### config.mk
export PLATFORM = sky130hd
export DESIGN_NAME = mem_arbiter
export DESIGN_NICKNAME = d
export VERILOG_FILES = /design/src/rtl/mem_arbiter.sv
export SDC_FILE = /design/constraint.sdc
export NUM_CORES = 1
export LEC_CHECK = 0
export BUFFER_PORTS_ARGS = -buffer_cell sky130_fd_sc_hd__buf_2
export CORE_ASPECT_RATIO = 0.6
export CORE_MARGIN = 5
export CORE_UTILIZATION = 35
export DETAILED_ROUTE_END_ITERATION = 7
export PLACE_DENSITY_LB_ADDON = 0.15
export SYNTH_ARGS = -nofsm -noshare
export SYNTH_HDL_FRONTEND = slang
export SYNTH_SLANG_ARGS = --single-unit
### constraint.sdc
create_clock -name clk -period 3.6 [get_ports clk]
set_input_delay 0.72 -clock clk [delete_from_list [all_inputs] [get_ports clk]]
set_output_delay 0.72 -clock clk [all_outputs]
set_load 0.01 [all_outputs]
### src/rtl/mem_arbiter.sv
// Purpose : fetch/data arbiter and fixed IDLE->ACCESS->DONE sequencer for one single-port memory.
// Latency : request seen in IDLE cycle N -> memory access in N+1 -> done pulse in N+2 -> IDLE in N+3.
// Backpres: requesters hold req (and operands) until their done pulse; a loser simply waits in IDLE.
//
// Ports:
//   clk, reset         - clock and synchronous active-high reset
//   f_req/f_addr       - fetch read request; f_done pulse with f_rdata
//   d_req/d_we/d_addr/d_wdata - data read/write request; d_done pulse with d_rdata (reads)
//   mem_address/mem_write_data/mem_write_enable - to memory, non-zero only in ACCESS
//   mem_read_data      - combinational read data from memory
//   busy               - high whenever the sequencer is not IDLE
module mem_arbiter #(
  parameter int ADDR_WIDTH = 32,
  parameter int DATA_WIDTH = 32
) (
  input  logic                  clk,
  input  logic                  reset,
  input  logic                  f_req,
  input  logic [ADDR_WIDTH-1:0] f_addr,
  output logic                  f_done,
  output logic [DATA_WIDTH-1:0] f_rdata,
  input  logic                  d_req,
  input  logic                  d_we,
  input  logic [ADDR_WIDTH-1:0] d_addr,
  input  logic [DATA_WIDTH-1:0] d_wdata,
  output logic                  d_done,
  output logic [DATA_WIDTH-1:0] d_rdata,
  output logic [ADDR_WIDTH-1:0] mem_address,
  output logic [DATA_WIDTH-1:0] mem_write_data,
  output logic                  mem_write_enable,
  input  logic [DATA_WIDTH-1:0] mem_read_data,
  output logic                  busy
);

  typedef enum logic [1:0] {
    ST_IDLE   = 2'd0,
    ST_ACCESS = 2'd1,
    ST_DONE   = 2'd2
  } state_t;

  // Owner encoding: 0 = fetch, 1 = data.
  localparam logic OWN_F = 1'b0;
  localparam logic OWN_D = 1'b1;

  // Operands of the access in flight, captured at grant time.
  typedef struct packed {
    logic                  we;
    logic [ADDR_WIDTH-1:0] addr;
    logic [DATA_WIDTH-1:0] wdata;
  } acc_t;

  state_t                state_q, state_d;
  logic                  owner_q, owner_d;
  logic                  last_owner_q, last_owner_d;
  acc_t                  acc_q, acc_d;
  logic [DATA_WIDTH-1:0] f_rdata_q, f_rdata_d;
  logic [DATA_WIDTH-1:0] d_rdata_q, d_rdata_d;

  // Arbitration: a lone requester wins; on a tie the side that did not
  // own the previous access wins, so contention alternates.
  logic grant_any;
  logic grant_d;

  always_comb begin
    grant_any = f_req | d_req;
    grant_d   = d_req & (~f_req | (last_owner_q == OWN_F));
  end

  // ---------------------------------------------------------------------
  // FSM: state register
  // ---------------------------------------------------------------------
  always_ff @(posedge clk) begin
    if (reset) begin
      state_q <= ST_IDLE;
    end else begin
      state_q <= state_d;
    end
  end

  // ---------------------------------------------------------------------
  // FSM: next-state logic
  // ---------------------------------------------------------------------
  always_comb begin
    state_d = state_q;
    case (state_q)
      ST_IDLE: begin
        if (grant_any) begin
          state_d = ST_ACCESS;
        end
      end
      ST_ACCESS: state_d = ST_DONE;
      ST_DONE:   state_d = ST_IDLE;
      default:   state_d = ST_IDLE;
    endcase
  end

  // ---------------------------------------------------------------------
  // FSM: outputs, decoded only from registered state (never from req)
  // ---------------------------------------------------------------------
  always_comb begin
    f_done           = 1'b0;
    d_done           = 1'b0;
    busy             = (state_q != ST_IDLE);
    mem_address      = '0;
    mem_write_data   = '0;
    mem_write_enable = 1'b0;
    case (state_q)
      ST_ACCESS: begin
        mem_address      = acc_q.addr;
        mem_write_data   = acc_q.wdata;
        mem_write_enable = acc_q.we;
      end
      ST_DONE: begin
        f_done = (owner_q == OWN_F);
        d_done = (owner_q == OWN_D);
      end
      default: ;
    endcase
  end

  // ---------------------------------------------------------------------
  // Datapath next-values: grant latch, read-data capture, fairness history
  // ---------------------------------------------------------------------
  always_comb begin
    owner_d      = owner_q;
    last_owner_d = last_owner_q;
    acc_d        = acc_q;
    f_rdata_d    = f_rdata_q;
    d_rdata_d    = d_rdata_q;

    if (state_q == ST_IDLE && grant_any) begin
      if (grant_d) begin
        owner_d     = OWN_D;
        acc_d.we    = d_we;
        acc_d.addr  = d_addr;
        acc_d.wdata = d_wdata;
      end else begin
        // Fetch is always a read; its write path is forced quiet.
        owner_d     = OWN_F;
        acc_d.we    = 1'b0;
        acc_d.addr  = f_addr;
        acc_d.wdata = '0;
      end
    end

    if (state_q == ST_ACCESS) begin
      last_owner_d = owner_q;
      if (owner_q == OWN_F) begin
        f_rdata_d = mem_read_data;
      end else if (!acc_q.we) begin
        // A data write leaves the previous read value in place.
        d_rdata_d = mem_read_data;
      end
    end
  end

  always_ff @(posedge clk) begin
    if (reset) begin
      owner_q      <= OWN_F;
      last_owner_q <= OWN_F;   // first tie after reset goes to data
      acc_q        <= '0;
      f_rdata_q    <= '0;
      d_rdata_q    <= '0;
    end else begin
      owner_q      <= owner_d;
      last_owner_q <= last_owner_d;
      acc_q        <= acc_d;
      f_rdata_q    <= f_rdata_d;
      d_rdata_q    <= d_rdata_d;
    end
  end

  assign f_rdata = f_rdata_q;
  assign d_rdata = d_rdata_q;

endmodule

==> Word level (Yosys, flattened, before mapping) <==
Cells that the tools add are included.
{ "classes": {"multipliers": 0, "shift": 0, "eq_ne": 3, "n_lt_le_gt_ge": 0, "mux": 9, "div_mod_pow": 0, "bitwise_logic": 7, "n_addsub": 0, "n_reduce_logical": 5} }
{ "op_table": {"columns": ["operator", "n"], "rows": [
  ["2-to-1 mux 65 bit", 1],
  ["2-to-1 mux 32 bit", 2],
  ["2-to-1 mux 1 bit", 4],
  ["inverter 1 bit", 4],
  ["case mux 2 bit (2 select lines)", 1],
  ["AND reduction 3 bit", 1],
  ["== test 2 x 1 -> 1 bit, second input constant", 1],
  ["== test 2 bit, second input constant", 1],
  ["zero test 2 bit", 1],
  ["2-to-1 mux 2 bit", 1],
  ["inequality test 2 bit, second input constant", 1],
  ["OR 1 bit", 2],
  ["AND reduction 2 bit", 1],
  ["nonzero test 2 bit", 1],
  ["AND 1 bit", 1],
  ["logical AND 1 bit", 1]
]} }
{ "word_totals": {"latch_bits": 0, "ramBits": 0, "register_bits": 133, "mem_bits_ro": 0, "memories": 0} }

==> Logic depth before layout (Yosys ltp) <==
Gate-level depths: netlist (run 1).
{ "depth": {"depth_word": 4, "ltp_mapped": 5} }

==> Worst setup path after synthesis (run 1) <==
Ideal clock, no wire load.
{ "synth_timing": {"kind": "reg-to-output", "start": "reg state_q[0]", "end": "out mem_address[10]", "arrival_time_ps": 1236, "n_path_buf": 2, "path_stages_with_launch": 5, "path_slack_ps": 1644, "path_cell_list": "dfxtp_1 and2b_1 clkbuf_1 clkbuf_1 and2_1"} }
{ "synth_via": {"elab_chain_len": 2} }
{ "synth_lines": {"columns": ["item", "line_no", "rtl"], "rows": [
  ["from (decl)", "52", "state_t state_q, state_d;"],
  ["from (signal assigned)", "76", "state_q <= state_d;"],
  ["== test 2 x 1 -> 1 bit", "107", "case (state_q)"],
  ["2-to-1 mux 32 bit", "107", null],
  ["to (decl)", "28", "output logic [ADDR_WIDTH-1:0] mem_address,"]
]} }
Every way passes these cells.

==> Worst setup path after layout (run 1) <==
{ "layout_timing": {"start": "reg state_q[0]", "end": "out mem_address[0]"} }
Same word-level chain as after synthesis.

==> summary.md, run 1 <==
| Metric | Value |
|---|---|
| Area leader, netlist | dfxtp_1 |
| FP Rows | 34 |
| Critical Path RT | about 2900 ps |
| TritonRoute pass-1 iters | 4 |
| # port buffers | between 200 and 300 |
| Top-area cell type share of the netlist area | 0.506 |
| DRC viols | 0 |
| Ys Warns | 0 |
| CTS tree | built |
| Worst-path maximum fanout | 67 |
| # diodes | 0 |
| Worst min-delay path startpoint | d_rdata[27] |
| Core area | 0.0146 sq mm |
| Top cells by area, synth | dfxtp_1 (51%), nand2_1 (14%), a21oi_1 (9.2%) |
| Placed insts | about 1000 |
| Final hold violation count | 0 |
| Async SR Flop Fraction | 0 |
| Register bit total from synthesis | between 100 and 150 |
| PostCTS Resize Cnt | 0 |
| Reg2Reg Setup Slack | 1250 ps |
| DP Worst Slack | approximately 910 ps |
| Synthesized cell area | 0.00527 sq mm |
| Most frequent cell after synthesis | nand2_1 |
| Part of the cycle the worst path needs | 0.804 |
| # clock sinks | 133 |
| Reg2Reg Depth | 5 |
| Mapped Nets | roughly 760 |
| Root Driver | clkbuf_16 |
| Max Slew Vio Count | 0 |
| Drt total wl | approximately 17 mm |
| Hold Path Stages | 2 |
| Gp weighted congestion | between 0.8 and 0.9 |
| LEAKAGE | 3.43 nW |
| Post-Syn Instances | 630 |
| Achievable Freq | 0.345 GHz |
| Worst slew pin tran | 1210 ps |
| Setup CP Type | flip-flop to primary output |
| Global Route Usage Sum | 0.187 |
| Relative slew slack | 0.193 |
| Worst EP arrival | between 2000 and 2500 ps |
| First-pass GRT wire length | between 20 and 30 mm |
| Clock slew at reported path FFs | roughly 50 ps |
| Final Worst Setup Slack | roughly 700 ps |
| Vias per Instance | a little under 5 |
| Post-synth EDFFs | 0 |
| Total CTS buffers | 17 |
| Vias in the first global route | 5355 |
| Iter 0 DRT Violations | around 280 |
| Pwr/cell area | ~540 mW/mm^2 |
| Final cell count without fillers | about 1100 |
| Post-CTS Setup Bufs | 0 |
| Worst Setup End Kind | primary output |
| Register area share after synthesis | 0.506 |
| Minimum clock period | ~2900 ps |
| Mapped Avg Cell Area | 8.36 sq um |
| Die X | approximately 170 um |
| IO Pins | roughly 270 |
| Dpl hpwl | 11.9 mm |
| Cell variety after synth | 27 |
| Antenna Nets Post-Route | 0 |
| Skew-Pair Late Insertion Delay | between 400 and 500 ps |
| Total grt overflow | 0 |
| Initial core utilization | 0.360 |
| R2R Path Start | state_q[1] |
| Max VDD drop | ~260 uV |
| Reg2reg end | acc_q[6] |
| # Max-Cap Violations | 0 |
| Clock skew | about 11 ps |
| Hold WC Path Type | flip-flop to flip-flop |
| Status | finished clean |
| Commonest cells in the netlist | nand2_1 (193), dfxtp_1 (133), a21oi_1 (97), and2_1 (65), a22o_1 (33) |
| Vias post-DR | about 5300 |
| Layout cells sized above 1 | 0.356 |
| H-tree levels | 4 |
| Crit path launch type | flip-flop |
| Post-CTS Hold Buffers | 0 |
| Die ar. | between 0.015 and 0.02 sq mm |
| Setup tns final | 0 ps |
| Main synth FF type | dfxtp_1 |
| Min-Delay Endpoint | d_rdata[27] |
| Largest net degree at the start of global routing | 68 |
| Unrepaired setup endpoints after global routing | false |
| Final Net Count | around 1000 |
| Setup violations, final | 0 |
| Area added between synthesis and finish | 38.6% |
| CTS max path bufs | 2 |
| Die height | 105 um |
| Wire per inst | 15.8 um |
| Initial antenna violation count | 0 |
## layout make-up
cell class | instances | area [sq um]
fillers | 1411 | 7340
flip-flops and latches | 133 | 2660
multi-input cells | 440 | 2360
well taps | 198 | 248
clock buffers | 20 | 457
repair buffers | 273 | 1390
inverters | 1 | 3.75
clock inverters | 11 | 174
## cells by family after synthesis
kind of cell,share of synthesized area
compound gates,0.208
buf+inv,0.0478
flops,0.506
simple gates,0.239
## sequential cells by signal (all words and copies together) (netlist names)
name / count
acc_q: 65
d_rdata: 32
f_rdata: 32
state_q: 2
last_owner_q: 1
owner_q: 1
## critical path, stage by stage (launching register included)
cell     delay, ps
dfxtp_1        480
and2b_2        850
and2_1         290
buf_2          160
## per-layer routing
layer | vias up | routed length, um | track usage
li1 | 2609 | - | -
met1 | 2463 | 7750 | 0.249
met2 | 226 | 7610 | 0.294
met3 | 25 | 1290 | 0.0491
met4 | 0 | 313 | 0.0683
met5 | - | 0 | 0
## layout by cell type, fill, tap and decap left out, types with 2 or more instances in the layout
master,instances
a21oi_1,97
a22o_1,33
a311oi_1,32
and2_1,65
buf_2,263
buf_4,10
bufinv_16,4
clkbuf_16,17
clkbuf_8,2
clkinv_4,2
clkinvlp_4,3
dfxtp_1,133
nand2_1,193
nor2_1,2
## how the worst max path moves through the flow
stage	slack (ps)	end	from	cells past startpoint
2_1_floorplan	1640	mem_address[10]	state_q[0]	4
3_3_place_gp	1000	acc_q[12]	f_req	4
3_5_place_dp	910	acc_q[6]	f_req	4
4_1_cts	630	mem_address[0]	state_q[0]	3
5_1_grt	510	mem_address[0]	state_q[0]	3
6_report	700	mem_address[0]	state_q[0]	3
## stage by stage
stage	hold WS (ps)	utilization	instance area [sq um]	total power, mW
3_3_place_gp	439	0.456	6670	2.15
4_1_cts	452	0.499	7300	4.02
5_1_grt	463	0.499	7300	4.14
2_1_floorplan	434	-	5270	1.94
6_report	450	0.499	7300	3.97
3_5_place_dp	444	0.456	6670	2.16
## where the power goes
part | leakage (nW) | internal [mW] | total, mW | switching [mW]
Clock | 0.299 | 1.20 | 1.84 | 0.647
Combinational | 2.04 | 0.206 | 0.498 | 0.292
Sequential | 1.09 | 1.57 | 1.63 | 0.0521
Total | 3.43 | 2.98 | 3.97 | 0.992
No activity file was read; power rests on OpenSTA's default activity.
==> inputs of run 2 (changes only) <==
clock period = 2.8 ns   (was 3.6 ns; I/O delays follow)
==> run 2 against run 1 <==
Utilization stayed put. Clock-buffer cell count is 2 lower. First-iteration DRC count is 28% higher. Clock power is 23% higher. Final cell count is 0.19% higher. Worst hold slack worse by 73 ps. Cell area stayed put. Die area stayed put. Global-route usage is 0.14 points lower.
==> summary.md, run 2 (same netlist as run 1, synthesis figures left out) <==
| Metric | Value |
|---|---|
| Status | finished clean |
| IO Pins | 265 (unchanged) |
| Total grt overflow | 0 (unchanged) |
| Core area | 0.0146 sq mm (unchanged) |
| Dpl hpwl | 12.2 mm (+2.1%) |
| FP Rows | 34 (unchanged) |
| Max Slew Vio Count | 0 (unchanged) |
| Relative slew slack | 0.154 (-0.0389) |
| Crit path launch type | flip-flop |
| Gp weighted congestion | 0.831 (-3.4%) |
| Max VDD drop | 337 uV (+32%) |
| CP Cell Sequence | and2b_4, and2_1, buf_2 |
| Die height | 105 um (unchanged) |
| Slowest stage delay, CP | 700 ps (-150 ps) |
| Part of the cycle the worst path needs | 0.884 |
| Setup CP Type | flip-flop to primary output |
| Most common cell after layout, fill and taps aside | buf_2 |
| # clock sinks | 133 (unchanged) |
| # diodes | 0 (unchanged) |
| Hold WC Path Type | input port to flip-flop |
| Post-place instance area | 0.00669 sq mm (+0.41%) |
| Pwr/cell area | 687 mW/mm^2 (+26%) |
| Initial antenna violation count | 0 (unchanged) |
| TritonRoute pass-1 iters | 4 (unchanged) |
| Top reg by flops | acc_q |
| Setup tns final | 0 ps (unchanged) |
| Final hold violation count | 0 (unchanged) |
| Worst path bufs/invs | 1 (unchanged) |
| Die ar. | 0.0177 sq mm (unchanged) |
| CTS max path bufs | 2 (unchanged) |
| Die X | 168 um (unchanged) |
| DRC viols | 0 (unchanged) |
| Vias post-DR | 5290 (-0.62%) |
| Wire per inst | 15.9 um (+0.70%) |
| LEAKAGE | 3.43 nW (about the same) |
| Crit-path slowest cell | and2b_4 |
| PostCTS Resize Cnt | 0 (unchanged) |
| Root Driver | clkbuf_16 |
| Clock skew | 9.07 ps (-1.83 ps) |
| Setup violations, final | 0 (unchanged) |
| Achievable Freq | a little over 0.4 GHz |
| Most frequent cells in the layout | buf_2 (263), nand2_1 (193), dfxtp_1 (133), a21oi_1 (97), and2_1 (65) |
| Final Net Count | 1001 (+0.20%) |
| Layout cells sized above 1 | 0.358 (+0.00146) |
| CTS tree | built |
| Top Family by Delay on Critical Path | simple AND/OR/NAND/NOR gates |
| Worst slew pin tran | 1260 ps (+58.2 ps) |
| Worst Setup End Kind | primary output |
| Vias in the first global route | 5227 (-2.4%) |
| FILL cells | 1435 (+1.7%) |
| Design area | 0.00730 sq mm (unchanged) |
| Total CTS buffers | 17 (unchanged) |
| Antenna Nets Post-Route | 0 (unchanged) |
| # Max-Cap Violations | 0 (unchanged) |
| Largest net degree at the start of global routing | 68 (unchanged) |
| Vias per Instance | 4.91 (-0.80%) |
| Initial core utilization | 0.360 (unchanged) |
| H-tree levels | 4 (unchanged) |
| Skew-Pair Late Insertion Delay | 400 ps (about the same) |
| First-pass GRT wire length | 27.0 mm (-1.4%) |
| Post-CTS Hold Buffers | 0 (unchanged) |
| Multi-input logic area | 0.00236 sq mm (about the same) |
| Worst EP arrival | 1910 ps (-270 ps) |
| Global Route Usage Sum | 0.186 (-0.00144) |
| Unrepaired setup endpoints after global routing | false |
| # port buffers | 264 (unchanged) |
| Post-CTS Setup Bufs | 0 (unchanged) |
| Worst-path maximum fanout | 67 (unchanged) |
| Clock slew at reported path FFs | 60 ps (about the same) |
| Iter 0 DRT Violations | 354 (+28%) |
| Minimum clock period | between 2000 and 2500 ps |
| Drt total wl | 17.1 mm (+0.88%) |
| Largest register FFs | 65 (unchanged) |
| Area added between synthesis and finish | 38.6% (unchanged) |
| FF+latch area | 0.00266 sq mm (unchanged) |
| Critical Path RT | 2240 ps (-640 ps) |
## run 2: final timing paths
path | slack [ps] | end | start | cells past startpoint
worst max register to register | 800 | acc_q[1] | state_q[1] | 4
worst min-delay path | 380 | acc_q[28] | d_wdata[28] | 2
worst max-delay path | 330 | mem_address[0] | state_q[1] | 3
worst min register to register | 450 | f_rdata[23] | f_rdata[23] | 2
## run 2: per-stage QoR
stage / setup WS (ps) / util / hold WS, ps / power (mW) / std cells
after floorplan: 1000 / - / 434 / 2.50 / 630
after global placement: 546 / 0.457 / 439 / 2.77 / 1047
after detailed placement: 461 / 0.457 / 446 / 2.79 / 1047
after CTS: 16.7 / 0.499 / 359 / 5.06 / 1078
after global routing: 148 / 0.499 / 353 / 5.25 / 1078
final: 326 / 0.499 / 377 / 5.01 / 1078
## run 2: power by group
part           internal, mW  switching (mW)
logic                 0.270           0.379
clock network          1.41           0.852
registers              2.02          0.0711
total                  3.71            1.30
## run 2: per-layer routing
metal  GRT usage  vias to the layer above  routed length (um)
li1            -                     2613                   -
met1       0.255                     2445                7840
met2       0.291                      217                7830
met3      0.0498                       15                1270
met4      0.0481                        0                 187
met5           0                        -                   0
## run 2: cell type report
class	instances	area share
Inverter	1	0.000514
Timing Repair Buffer	275	0.194
Multi-Input combinational cell	440	0.324
Sequential cell	133	0.365
Clock inverter	13	0.0237
Clock buffer	18	0.0588
Tap cell	198	0.0340
